===== src/rtl/freq_step_pkg.sv =====
// Shared definitions for the push-button frequency step controller:
// N and arithmetic widths, default bounds, FSM and command encodings,
// and the saturating step helper.
package freq_step_pkg;

  localparam int N_W = 12;
  localparam int A_W = 13;

  localparam logic [N_W-1:0] N_MIN_DEF  = 12'd1;
  localparam logic [N_W-1:0] N_MAX_DEF  = 12'd4095;
  localparam logic [N_W-1:0] N_INIT_DEF = 12'd100;

  typedef enum logic [2:0] {
    ST_IDLE     = 3'd0,
    ST_STEP     = 3'd1,
    ST_HOLD     = 3'd2,
    ST_REPEAT   = 3'd3,
    ST_WAIT_REL = 3'd4
  } state_t;

  typedef enum logic [1:0] {
    CMD_NONE = 2'd0,
    CMD_UP   = 2'd1,
    CMD_DN   = 2'd2
  } cmd_t;

  // One saturating step at 13 bits; a borrow out of bit 12 means the
  // subtraction went negative and is clamped to the lower bound.
  function automatic logic [N_W-1:0] step_apply(
    input logic [N_W-1:0] n,
    input logic [N_W-1:0] step,
    input cmd_t           cmd,
    input logic [N_W-1:0] n_min,
    input logic [N_W-1:0] n_max
  );
    logic [A_W-1:0] acc;
    logic [N_W-1:0] res;
    acc = {A_W{1'b0}};
    res = n;
    case (cmd)
      CMD_UP: begin
        acc = {1'b0, n} + {1'b0, step};
        if (acc > {1'b0, n_max}) res = n_max;
        else                     res = acc[N_W-1:0];
      end
      CMD_DN: begin
        acc = {1'b0, n} - {1'b0, step};
        if (acc[A_W-1] || (acc < {1'b0, n_min})) res = n_min;
        else                                     res = acc[N_W-1:0];
      end
      default: res = n;
    endcase
    return res;
  endfunction

endpackage


===== src/rtl/btn_debounce.sv =====
// Two-flop synchroniser followed by a stability counter: the output level
// follows the synchronised input only after DEB_CYCLES consecutive cycles
// of disagreement.
module btn_debounce #(
  parameter int DEB_CYCLES = 500000
) (
  input  logic clk,
  input  logic rst,
  input  logic din,
  output logic dout
);

  localparam int CNT_W = (DEB_CYCLES > 1) ? $clog2(DEB_CYCLES) : 1;

  logic             sync1_r;
  logic             sync2_r;
  logic             dout_r;
  logic [CNT_W-1:0] cnt_r;

  // Synchronise the raw level and accept it once it has been stable long enough.
  always_ff @(posedge clk or negedge rst) begin
    if (!rst) begin
      sync1_r <= 1'b0;
      sync2_r <= 1'b0;
      dout_r  <= 1'b0;
      cnt_r   <= {CNT_W{1'b0}};
    end else begin
      sync1_r <= din;
      sync2_r <= sync1_r;
      if (sync2_r != dout_r) begin
        if (cnt_r == CNT_W'(DEB_CYCLES - 1)) begin
          dout_r <= sync2_r;
          cnt_r  <= {CNT_W{1'b0}};
        end else begin
          cnt_r <= cnt_r + CNT_W'(1);
        end
      end else begin
        cnt_r <= {CNT_W{1'b0}};
      end
    end
  end

  assign dout = dout_r;

endmodule


===== src/rtl/freq_step_ctrl.sv =====
// Push-button control of the sine-PWM period count Nsalida with a one-cycle
// load strobe opr. Buttons are synchronised and debounced, then an FSM
// applies saturating steps.
// Build option FREQ_STEP_AUTOREPEAT_EN: when defined, a held button
// auto-repeats (HOLD/REPEAT); otherwise each press gives exactly one step.
module freq_step_ctrl
  import freq_step_pkg::*;
#(
  parameter int             DEB_CYCLES = 500000,
  parameter int             REP_DELAY  = 25000000,
  parameter int             REP_PERIOD = 5000000,
  parameter logic [N_W-1:0] N_INIT     = N_INIT_DEF,
  parameter logic [N_W-1:0] N_MIN      = N_MIN_DEF,
  parameter logic [N_W-1:0] N_MAX      = N_MAX_DEF,
  parameter logic [N_W-1:0] STEP_SMALL = 12'd1,
  parameter logic [N_W-1:0] STEP_LARGE = 12'd64
) (
  input  logic           clk,
  input  logic           rst,
  input  logic           btn_up,
  input  logic           btn_dn,
  input  logic           btn_fast,
  output logic [N_W-1:0] Nsalida,
  output logic           opr
);

  logic up_deb;
  logic dn_deb;
  logic fast_deb;

  btn_debounce #(.DEB_CYCLES(DEB_CYCLES)) u_deb_up (
    .clk(clk), .rst(rst), .din(btn_up), .dout(up_deb)
  );
  btn_debounce #(.DEB_CYCLES(DEB_CYCLES)) u_deb_dn (
    .clk(clk), .rst(rst), .din(btn_dn), .dout(dn_deb)
  );
  btn_debounce #(.DEB_CYCLES(DEB_CYCLES)) u_deb_fast (
    .clk(clk), .rst(rst), .din(btn_fast), .dout(fast_deb)
  );

  cmd_t           cmd_s;
  cmd_t           cmd_lat_r;
  state_t         state_r;
  state_t         state_nx;
  logic           step_en_s;
  logic [N_W-1:0] n_r;
  logic [N_W-1:0] n_nx_s;
  logic           init_r;
  logic           pend_r;
  logic           opr_r;

`ifdef FREQ_STEP_AUTOREPEAT_EN
  localparam int REP_MAX = (REP_DELAY > REP_PERIOD) ? REP_DELAY : REP_PERIOD;
  localparam int REP_W   = (REP_MAX > 1) ? $clog2(REP_MAX) : 1;
  logic [REP_W-1:0] rep_cnt_r;
  logic [REP_W-1:0] rep_cnt_nx;
`endif

  // Decode the debounced buttons; pressing both at once is treated as no command.
  always_comb begin
    cmd_s = CMD_NONE;
    if (up_deb && !dn_deb) begin
      cmd_s = CMD_UP;
    end else if (dn_deb && !up_deb) begin
      cmd_s = CMD_DN;
    end else begin
      cmd_s = CMD_NONE;
    end
  end

  // Next-state logic and the step-enable for the step FSM.
  always_comb begin
    state_nx  = state_r;
    step_en_s = 1'b0;
`ifdef FREQ_STEP_AUTOREPEAT_EN
    rep_cnt_nx = rep_cnt_r;
`endif
    case (state_r)
      ST_IDLE: begin
        if (cmd_s != CMD_NONE) state_nx = ST_STEP;
        else                   state_nx = ST_IDLE;
      end
      ST_STEP: begin
        step_en_s = 1'b1;
`ifdef FREQ_STEP_AUTOREPEAT_EN
        state_nx   = ST_HOLD;
        rep_cnt_nx = {REP_W{1'b0}};
`else
        state_nx   = ST_WAIT_REL;
`endif
      end
`ifdef FREQ_STEP_AUTOREPEAT_EN
      // The latched command is never NONE, so a mismatch also covers release.
      ST_HOLD: begin
        if (cmd_s != cmd_lat_r) begin
          state_nx = ST_IDLE;
        end else if (rep_cnt_r == REP_W'(REP_DELAY - 1)) begin
          step_en_s  = 1'b1;
          state_nx   = ST_REPEAT;
          rep_cnt_nx = {REP_W{1'b0}};
        end else begin
          rep_cnt_nx = rep_cnt_r + REP_W'(1);
        end
      end
      ST_REPEAT: begin
        if (cmd_s != cmd_lat_r) begin
          state_nx = ST_IDLE;
        end else if (rep_cnt_r == REP_W'(REP_PERIOD - 1)) begin
          step_en_s  = 1'b1;
          rep_cnt_nx = {REP_W{1'b0}};
        end else begin
          rep_cnt_nx = rep_cnt_r + REP_W'(1);
        end
      end
`endif
      ST_WAIT_REL: begin
        if (cmd_s == CMD_NONE) state_nx = ST_IDLE;
        else                   state_nx = ST_WAIT_REL;
      end
      default: state_nx = ST_IDLE;
    endcase
  end

  // FSM state register; the direction is latched when a press is accepted.
  always_ff @(posedge clk or negedge rst) begin
    if (!rst) begin
      state_r   <= ST_IDLE;
      cmd_lat_r <= CMD_NONE;
`ifdef FREQ_STEP_AUTOREPEAT_EN
      rep_cnt_r <= {REP_W{1'b0}};
`endif
    end else begin
      state_r <= state_nx;
      if ((state_r == ST_IDLE) && (cmd_s != CMD_NONE)) cmd_lat_r <= cmd_s;
`ifdef FREQ_STEP_AUTOREPEAT_EN
      rep_cnt_r <= rep_cnt_nx;
`endif
    end
  end

  // Candidate value; the step size is taken from the fast button as it is now.
  always_comb begin
    n_nx_s = step_apply(n_r, fast_deb ? STEP_LARGE : STEP_SMALL, cmd_lat_r, N_MIN, N_MAX);
  end

  // Update N and generate opr one cycle after a real change (or once after reset).
  always_ff @(posedge clk or negedge rst) begin
    if (!rst) begin
      n_r    <= N_INIT;
      init_r <= 1'b1;
      pend_r <= 1'b0;
      opr_r  <= 1'b0;
    end else begin
      init_r <= 1'b0;
      pend_r <= init_r | (step_en_s && (n_nx_s != n_r));
      opr_r  <= pend_r;
      if (step_en_s) n_r <= n_nx_s;
    end
  end

  assign Nsalida = n_r;
  assign opr     = opr_r;

endmodule


===== config.mk =====
export PLATFORM = sky130hd
export DESIGN_NAME = freq_step_ctrl
export DESIGN_NICKNAME = d
export VERILOG_FILES = /design/src/rtl/freq_step_pkg.sv /design/src/rtl/btn_debounce.sv /design/src/rtl/freq_step_ctrl.sv
export SDC_FILE = /design/constraint.sdc
export NUM_CORES = 1
export LEC_CHECK = 0
export CAP_MARGIN = 40
export CORE_UTILIZATION = 45
export CTS_CLUSTER_DIAMETER = 80
export DETAILED_ROUTE_END_ITERATION = 12
export PLACE_DENSITY = 0.6
export SLEW_MARGIN = 20
export SYNTH_ARGS = -nofsm -noshare
export SYNTH_HDL_FRONTEND = slang
export SYNTH_SLANG_ARGS = --single-unit
export TNS_END_PERCENT = 10

===== constraint.sdc =====
create_clock -name clk -period 2.9 [get_ports clk]
set_clock_uncertainty 0.1 [all_clocks]
set_input_delay 0.58 -clock clk [delete_from_list [all_inputs] [get_ports clk]]
set_output_delay 0.58 -clock clk [all_outputs]
set_load 0.02 [all_outputs]

After elaboration in Yosys (flattened, before gate mapping)
Cells that the tools add are included.
Word-level totals
  register bits after elaboration: 86
  output and inout bits: 13
  logic and storage cells: 66
Operators by class
  add/subtract/negate cells: 5
  $lt $le $gt $ge: 2
  equal/unequal tests: 11
  multiplexer cells: 16
  bitwise operators: 1
  reduce and logical (&&, ||, !) cells: 13
Operators by type and width (count)
  19-bit 2-to-1 mux: 6
  19-bit by 1-bit adder with 19-bit output (second input constant): 3
  19-bit equality test (second input constant): 3
  12-bit 2-to-1 mux: 2
  12-bit one-hot mux with 2 select lines: 1
  12-bit by 7-bit adder with 13-bit output: 1
  13-bit by 12-bit greater-than comparator with 1-bit output (second input constant): 1
  13-bit by 1-bit < comparator with 1-bit output (second input constant): 1
  12-bit by 7-bit subtractor with 13-bit output: 1
  12-bit != test: 1
  3-bit one-hot mux with 3 select lines: 1
  7-bit 2-to-1 mux: 1
  2-bit AND reduction: 3
  1-bit logical AND: 4
  2-bit 2-to-1 mux: 2
  3-bit by 1-bit equality test with 1-bit output (second input constant): 1
  3-bit equality test (second input constant): 1
  3-bit logical NOT: 1
  3-bit 2-to-1 mux: 1
  1-bit != test: 3
  2-bit by 1-bit equality test with 1-bit output (second input constant): 1
  2-bit equality test (second input constant): 1
  1-bit logical NOT: 2
  2-bit logical NOT: 1
  other kinds (4): 5

Logic depth before layout (Yosys ltp)
Gate-level depths: netlist of the first run.
  depth after elaboration: 9
  depth in mapped cells: 12
  mapped depth without buffers: 11

By module
A second synthesis of the first run with hierarchy kept.
Second synthesis, totals
  cell total of the unflattened synthesis: 575
  area, all modules: 5231.3 µm²
By module, submodules not included
  btn_debounce: times used 3, cells an instance 105, area an instance 1079.8 µm²
  freq_step_ctrl: times used 1, cells an instance 260, area an instance 1991.9 µm²

Least setup slack after synthesis of the first run
No wires, ideal clock.
  path kind: flip-flop to flip-flop
  start point: register n_r[0], in the netlist Nsalida[0]
  end point: register pend_r
  setup time: 131 ps
  data arrival time: 2680 ps
  setup slack: -11 ps
  stages on the path, launching flop included: 12
  buffers on the path: 1
  period minus slack after synthesis: 2911 ps
  cell sequence: dfrtp_1 inv_1 ha_1 ha_1 or3b_1 buf_6 o21ai_4 a21boi_4 a221o_1 o21a_1 nor4_1 a31oi_1
Between the ends
  longest elaborated chain between the ends: 8
  elaborated cells on any way between the ends: 11
  those cells by class: add/sub: 2; order compare: 2; eq/ne: 1; mux: 3; bitwise: 1; reduce/logical: 2
Ends and longest elaborated chain
  start, declared: RTL line freq_step_ctrl.sv:46  | logic [N_W-1:0] n_r;
  start signal, assigned: RTL line freq_step_ctrl.sv:157  | if (step_en_s) n_r <= n_nx_s;
  12-bit by 7-bit subtractor with 13-bit output: RTL line freq_step_pkg.sv:47  | acc = {1'b0, n} - {1'b0, step};
  13-bit by 1-bit < comparator with 1-bit output: RTL line freq_step_pkg.sv:48  | if (acc[A_W-1] || (acc < {1'b0, n_min})) res = n_min;
  1-bit logical OR: RTL line freq_step_pkg.sv:48
  12-bit 2-to-1 mux: RTL line freq_step_pkg.sv:48
  12-bit one-hot mux with 2 select lines: RTL line freq_step_pkg.sv:40  | case (cmd)
  12-bit != test (*): RTL line freq_step_ctrl.sv:155  | pend_r <= init_r | (step_en_s && (n_nx_s != n_r));
  1-bit logical AND (*): RTL line freq_step_ctrl.sv:155
  1-bit bitwise OR (*): RTL line freq_step_ctrl.sv:155
  end signal, assigned: RTL line freq_step_ctrl.sv:155
  end, declared: RTL line freq_step_ctrl.sv:49  | logic pend_r;
Mark *: on every way between the ends. The rest lies on a longest branch, timed or not.
A chain may end at the register's enable or synchronous reset.

Final worst setup path of the first run
  start point: register u_deb_fast.dout_r, in the netlist u_deb_fast.dout
  end point: register pend_r
Between the ends
  longest elaborated chain between the ends: 9
  elaborated cells on any way between the ends: 12
  those cells by class: add/sub: 2; order compare: 2; eq/ne: 1; mux: 4; bitwise: 1; reduce/logical: 2
Ends and longest elaborated chain
  start, declared: RTL line btn_debounce.sv:17  | logic dout_r;
  start signal, assigned: RTL line btn_debounce.sv:32  | dout_r <= sync2_r;
  7-bit 2-to-1 mux (*): RTL line freq_step_ctrl.sv:143  | n_nx_s = step_apply(n_r, fast_deb ? STEP_LARGE : STEP_SMALL, cmd_lat_r, N_MIN, N_MAX);
  12-bit by 7-bit subtractor with 13-bit output: RTL line freq_step_pkg.sv:47
  13-bit by 1-bit < comparator with 1-bit output: RTL line freq_step_pkg.sv:48
  1-bit logical OR: RTL line freq_step_pkg.sv:48
  12-bit 2-to-1 mux: RTL line freq_step_pkg.sv:48
  12-bit one-hot mux with 2 select lines (*): RTL line freq_step_pkg.sv:40
  12-bit != test (*): RTL line freq_step_ctrl.sv:155
  1-bit logical AND (*): RTL line freq_step_ctrl.sv:155
  1-bit bitwise OR (*): RTL line freq_step_ctrl.sv:155
Marks and branches as above.

==> impl_results.md, run 1 <==
- Final Core Density: a little under three fifths
- Met1 WL: between 5000 and 6000 µm
- Antenna violations before repair: 0
- Largest net degree at the start of global routing: a little over 40
- PwrDens: approximately 370 mW/mm²
- Routed wl met3: 575 µm
- Clock buffer depth: 2
- Syn Inst Count: approximately 550
- Cell area after synthesis: between 0.004 and 0.005 mm²
- Launching point of the worst reg2reg path: u_deb_fast.dout
- Nets: roughly 610
- Share of the synthesized area in the top cell type: between 40% and 50%
- CTS root buf: clkbuf_8
- Gpl congestion: 0.928
- Clock Latency Late Sink: 380 ps
- Layout fillers: 982
- Die Y: ~110 µm
- Slew margin rel.: 54.7%
- Crit-path leading delay family: simple AND/OR/NAND/NOR gates
- Type of the worst setup path: reg2reg
- DP Wirelength: 8480 µm
- Worst path max stage delay: between 500 and 600 ps
- Port Buffer Count: 17
- Final Hold Viols: 0
- Total Wirelength: roughly 12000 µm
- Period utilization: a little over nine tenths
- Total CTS buffers: 9
- Max frequency: around 360 MHz
- R2r worst-path depth: 11
- Grt ovf: 0
- Placed cells: slightly above 700
- Number of global-route vias before repair: around 4100
- Wire per inst: about 16 µm
- Core ar.: 0.0105 mm²
- Post-synth ARST share: between 90% and 100%
- R2R Path End: pend_r
- IR drop worst, VDD: between 300 and 400 µV
- Boundary Pins: 18
- Ys Warns: 0
- Leading area contributor after synthesis: dfrtp_1
- Final setup viols: 0
- CP arrival: just under 3000 ps
- Worst Setup Start Kind: register
- Clk pin slew, worst setup/hold paths: about 90 ps
- Crit-path max FO: 7
- Post-route DRC violation count: 0
- Measured slew at the worst slew-check pin: between 600 and 700 ps
- Die area: 0.0114 mm²
- CP required: just over 3000 ps
- Routed met2 length: approximately 5600 µm
- Top Layer Used: met4
- Total global-route track usage: 22.4%
- Vias: about 4200
- N_diodes: 0
- CP Capture Type: register
- Layout area overhead: 17.3%
- Final Slew Violations: 0
- Yosys cell types: 68
- CTS tree: built
- Routed Antenna Nets: 0
- Seq/Total Area, Yosys: ~43%
- Die X: between 100 and 150 µm
- Design area: 0.00581 mm²
- HP Class: in2async
- Slowest-stage cell, CP: or4_4
- EDFF count, synth: 0
- Layout Cells excl Fill: 737
- Layout cells sized above 1: approximately 17%
- Initial core utilization: between 40 and 50%
- Mean Syn Cell Area: ~9 µm²
- Row Count: 37
- Drt pass-1 iters: 5
- First-pass GRT wire length: roughly 20000 µm
- Outcome: finished, final reports clean
- Vias per cell: ~5.7
- Max H-tree Level: 3
- Leak: 2.43 nW
- Clk sinks: 85
- Top_reg_cell synth: dfrtp_1
- CP Cell Sequence: inv_2 -> buf_4 -> ha_4 -> or4_4 -> o21ai_4 -> a21boi_4 -> a221oi_2 -> mux2_2 -> o21ai_1 -> nor4_2 -> a31oi_1
- DRT iter0 DRCs: 262
- Critical path buffers and inverters: 2
- Synthesized flop and latch total: 85
- Fin crit period: approximately 2800 ps
- MaxCap Viol Count: 0
- Placed cell area: ~0.0054 mm²
- Synth area leaders: dfrtp_1, nor2_1, xor2_1, nand2_1, xnor2_1
- R2R setup slack: ~85 ps
- Mapped Nets: between 500 and 600
==> Yosys cell counts (all sizes together), types with 3 or more instances <==
library cell  number
o2111ai            3
nand2             53
inv               19
and4               5
xnor2             21
buf               10
dfrtp             81
nor3              16
and3              14
ha                13
nand3             30
xor2              31
clkbuf            15
and2               4
dfstp              4
a211oi             3
nor4bb             3
o31ai              3
or2                3
nor2              75
nand4              9
o21ai             38
a21oi             23
nor4b              6
a31oi              8
nor4              10
or3               12
==> sequential cells by signal, summed over array words and instances, names as in the netlist, 2 cells and up <==
name / flops
state_r: 2
u_deb_dn.cnt_r: 19
cmd_lat_r: 2
u_deb_up.cnt_r: 19
Nsalida: 12
u_deb_fast.cnt_r: 19
==> per-layer routing <==
layer	vias up	global-route usage (%)
li1	2041	-
met1	2026	30.7
met2	128	34.9
met3	20	3.95
met4	0	9.69
met5	-	0
==> cells in the final DEF, fill, tap and decap left out, types with 14 or more instances in the layout <==
cell type / count
xor2_1: 31
nand3_1: 30
xnor2_1: 21
nor3_1: 14
dfrtp_1: 81
inv_1: 18
clkdlybuf4s50_1: 16
buf_4: 40
nand2_1: 53
a21oi_1: 23
o21ai_0: 34
nor2_1: 75
==> per-stage QoR <==
step           setup WS (ps)  hold slack (ps)  total power, mW  TNS [ps]
2_1_floorplan           11.6              184             1.27         0
3_3_place_gp           -3.55              235             1.31     -3.55
3_5_place_dp           -9.96              238             1.31     -9.96
4_1_cts                 4.55             42.6             2.19         0
5_1_grt                -21.3             64.1             2.25     -21.3
6_report                85.4             32.8             2.16         0
==> cells by family (layout without fill, tap and decap cells) <==
family	count (synthesis)	count (layout)	synth area share, %
other cells	1	1	0.0757
simple gates	251	251	25.9
compound gates	105	105	14.2
buf+inv	44	92	3.82
mux	2	2	0.430
flops	85	85	43.1
fa+ha+maj	13	13	3.28
xor+xnor	52	52	9.20
==> final cells by class <==
type	count	area (µm²)	area share (%)
Multi-Input combinational cell	424	2750	47.4
Sequential cell	85	2130	36.7
Timing Repair Buffer	57	480	8.27
Tap cell	136	170	2.93
Clock buffer	10	128	2.20
Clock inverter	6	71.3	1.23
Inverter	19	71.3	1.23
==> worst register-to-register path, cell delays in order, from the launching register on <==
cell and delay [ps]:
dfrtp_1 370, inv_2 70, buf_4 140, ha_4 180, or4_4 510, o21ai_4 240, a21boi_4 110, a221oi_2 290
mux2_2 190, o21ai_1 60, nor4_2 310, a31oi_1 120
==> where the power goes <==
group / switching, mW / internal [mW]
clock: 0.466 / 0.407
combinational: 0.0488 / 0.0243
sequential: 0.0136 / 1.20
==> how the worst max path moves through the flow <==
stage | startpoint | endpoint | cells past startpoint
after floorplan | Nsalida[0] | pend_r | 11
after global placement | u_deb_fast.dout | pend_r | 12
after detailed placement | u_deb_fast.dout | pend_r | 12
after CTS | Nsalida[0] | pend_r | 12
after global routing | u_deb_fast.dout | pend_r | 12
final | u_deb_fast.dout | pend_r | 11
==> timing repair <==
item / CTS / global route
endpoints found under the setup margin: 1 / 3
hold buffers: 0 / 0
pin swaps: 0 / 10
gates resized for setup: 2 / 26
buffers inserted: 0 / 5
No activity file was read; power rests on OpenSTA's default activity.
==> run 2: changes to the inputs <==
--- a/config.mk
+++ b/config.mk
@@ -6,6 +6,7 @@
 export NUM_CORES = 1
 export LEC_CHECK = 0
 export CAP_MARGIN = 40
+export CORE_MARGIN = 3
 export CORE_UTILIZATION = 45
 export CTS_CLUSTER_DIAMETER = 80
 export DETAILED_ROUTE_END_ITERATION = 12
==> impl_results.md, run 2 (synthesized netlist as in run 1, its figures left out) <==
- Outcome: finished, final reports clean (unchanged)
- Final Hold Viols: 0 (unchanged)
- CP required: 3030 ps (was 3060 ps)
- Setup WS post-layout: 15.1 ps (was 85.4 ps)
- GR Util met3: 3.88% (was 3.95%)
- MaxCap Viol Count: 0 (unchanged)
- Period utilization: 99.5% (was 97.1%)
- Leak: 2.44 nW (was 2.43 nW)
- N_diodes: 0 (unchanged)
- Clk pin slew, worst setup/hold paths: 90 ps (about the same)
- Placed cell area: 0.00542 mm² (was 0.00545 mm²)
- Crit-path leading delay family: simple AND/OR/NAND/NOR gates (unchanged)
- Final Slew Violations: 0 (unchanged)
- Design area: 0.00581 mm² (about the same)
- Post-route DRC violation count: 0 (unchanged)
- Clock Latency Late Sink: 350 ps (was 380 ps)
- Met2 Usage GRT: 31.6% (was 34.9%)
- Layout Cells excl Fill: 735 (was 737)
- Commonest non-fill, non-tap cell in the layout: dfrtp_1 (unchanged)
- Die X: 111 µm (was 107 µm)
- RSZ-0062 raised after global routing: true
- Layout cells sized above 1: 15.4% (was 16.6%)
- HP Class: in2async (unchanged)
- Initial core utilization: 47.1% (unchanged)
- DRT iter0 DRCs: 353 (was 262)
- Critical path buffers and inverters: 2 (unchanged)
- Tot Pwr: 2.23 mW (was 2.16 mW)
- Total CTS buffers: 9 (unchanged)
- Crit-path max FO: 5 (was 7)
- CP Cell Sequence: inv_2 -> ha_4 -> ha_4 -> or3b_4 -> o21ai_4 -> a21boi_4 -> buf_4 -> and3_2 -> a31oi_1 -> nand4_1 -> nor3_1 -> a31oi_1 (was inv_2 -> buf_4 -> ha_4 -> or4_4 -> o21ai_4 -> a21boi_4 -> a221oi_2 -> mux2_2 -> o21ai_1 -> nor4_2 -> a31oi_1)
- Grt ovf: 0 (unchanged)
- Nets: 613 (was 614)
- Core ar.: 0.0105 mm² (unchanged)
- Boundary Pins: 18 (unchanged)
- Measured slew at the worst slew-check pin: 610 ps (was 678 ps)
- M1 GR Usage: 27.2% (was 30.7%)
- Global route hottest layer: met2 (unchanged)
- Slowest-stage cell, CP: or3b_4 (was or4_4)
- Placed cells: 712 (was 716)
- CTS root buf: clkbuf_8 (unchanged)
- Drt pass-1 iters: 5 (unchanged)
- Antenna violations before repair: 0 (unchanged)
- Largest net degree at the start of global routing: 42 (was 41)
- Commonest cells after routing, fill and taps aside: dfrtp_1, nor2_1, nand2_1 (unchanged)
- Top Registers: u_deb_dn.cnt_r x19, u_deb_fast.cnt_r x19, u_deb_up.cnt_r x19 (unchanged)
- Fin crit period: 2880 ps (was 2810 ps)
- Number of global-route vias before repair: 4157 (was 4129)
- First-pass GRT wire length: 20300 µm (was 19900 µm)
- IR drop worst, VDD: 358 µV (was 379 µV)
- DP Wirelength: 8220 µm (was 8480 µm)
- Clk sinks: 85 (unchanged)
- Vias per cell: 5.73 (was 5.72)
- CP Capture Type: register (unchanged)
- Max H-tree Level: 3 (unchanged)
- Worst Setup Start Kind: register (unchanged)
- Die Y: 111 µm (was 107 µm)
- Total global-route track usage: 19.9% (was 22.4%)
- Type of the worst setup path: reg2reg (unchanged)
- Slew margin rel.: 59.3% (was 54.7%)
- Final setup viols: 0 (unchanged)
- Wire per inst: 16.2 µm (was 16.3 µm)
- Worst path max stage delay: 410 ps (was 510 ps)
- Vias: 4211 (was 4215)
- Total Wirelength: 11900 µm (was 12000 µm)
- CTS tree: built (unchanged)
- Port Buffer Count: 17 (unchanged)
- Routed Antenna Nets: 0 (unchanged)
- CP arrival: 3010 ps (was 2970 ps)
- Die area: 0.0123 mm² (was 0.0114 mm²)
- Max frequency: 347 MHz (was 355 MHz)
- Worst Setup Slack post-DPL: -5.34 ps (was -9.96 ps)
- Gpl congestion: 0.913 (was 0.928)
- Row Count: 37 (unchanged)
- PwrDens: 384 mW/mm² (was 372 mW/mm²)
- Hold Buf Count CTS: 0 (unchanged)
- Layout area overhead: 17.3% (about the same)
- Clock buffer depth: 2 (unchanged)
run 2: cell count changes in the layout (fill, tap and decap cells not counted), sizes merged:
| cell | delta |
|---|---|
| clkinv | -1 |
| bufinv | +1 |
| buf | -1 |
| clkinvlp | -1 |
| inv | -2 |
| clkbuf | +2 |
run 2: layout make-up:
type,count,area [µm²]
well taps,136,170
multi-input cells,424,2740
clock buffers,12,155
inverters,19,71.3
fillers,955,4700
clock inverters,3,68.8
flip-flops and latches,85,2130
repair buffers,56,473
run 2: path summary, 6_finish.rpt:
kind                                  start                to  slack, ps  cells after the start
min reg2reg                u_deb_dn.sync1_r  u_deb_dn.sync2_r        250                      0
max in group asynchronous               rst        Nsalida[2]       1940                      2
max reg2reg                 u_deb_fast.dout            pend_r         20                     12
min in group clk           u_deb_dn.sync1_r  u_deb_dn.sync2_r        250                      0
max                         u_deb_fast.dout            pend_r         20                     12
min                                     rst            pend_r        110                      1
run 2: timing repair:
item,CTS,global route
buffers inserted,0,8
gates resized for setup,1,24
setup endpoints to repair,1,3
pin swaps,0,13
run 2: worst register-to-register path: cells and delay by family (launching register included):
kind / cells / cell delay, ps
AND/OR/NAND/NOR: 4 / 1040
AO/OA/AOI/OAI: 4 / 650
flip-flops: 1 / 400
adder cells (fa/ha/maj): 2 / 300
buffers and inverters: 2 / 280
run 2: power by group:
group | internal, mW | switching, mW
sequential | 1.20 | 0.0129
combinational | 0.0235 | 0.0485
clock | 0.530 | 0.416
total | 1.75 | 0.478
run 2: through the flow:
| step | hold WS, ps | TNS [ps] | util (%) |
|---|---|---|---|
| floorplan | 184 | 0 | - |
| global placement | 233 | 0 | 51.6 |
| detailed placement | 239 | -5.34 | 51.6 |
| CTS | 120 | 0 | 53.7 |
| global route | 130 | -49.5 | 55.3 |
| finish | 110 | 0 | 55.3 |
run 2: metal layers:
metal	part of all wire, %	vias up	wire, µm
met5	0	-	0
met3	5.3	25	634
met1	46	2012	5500
li1	-	2042	-
met2	46	132	5470
met4	2.4	0	286
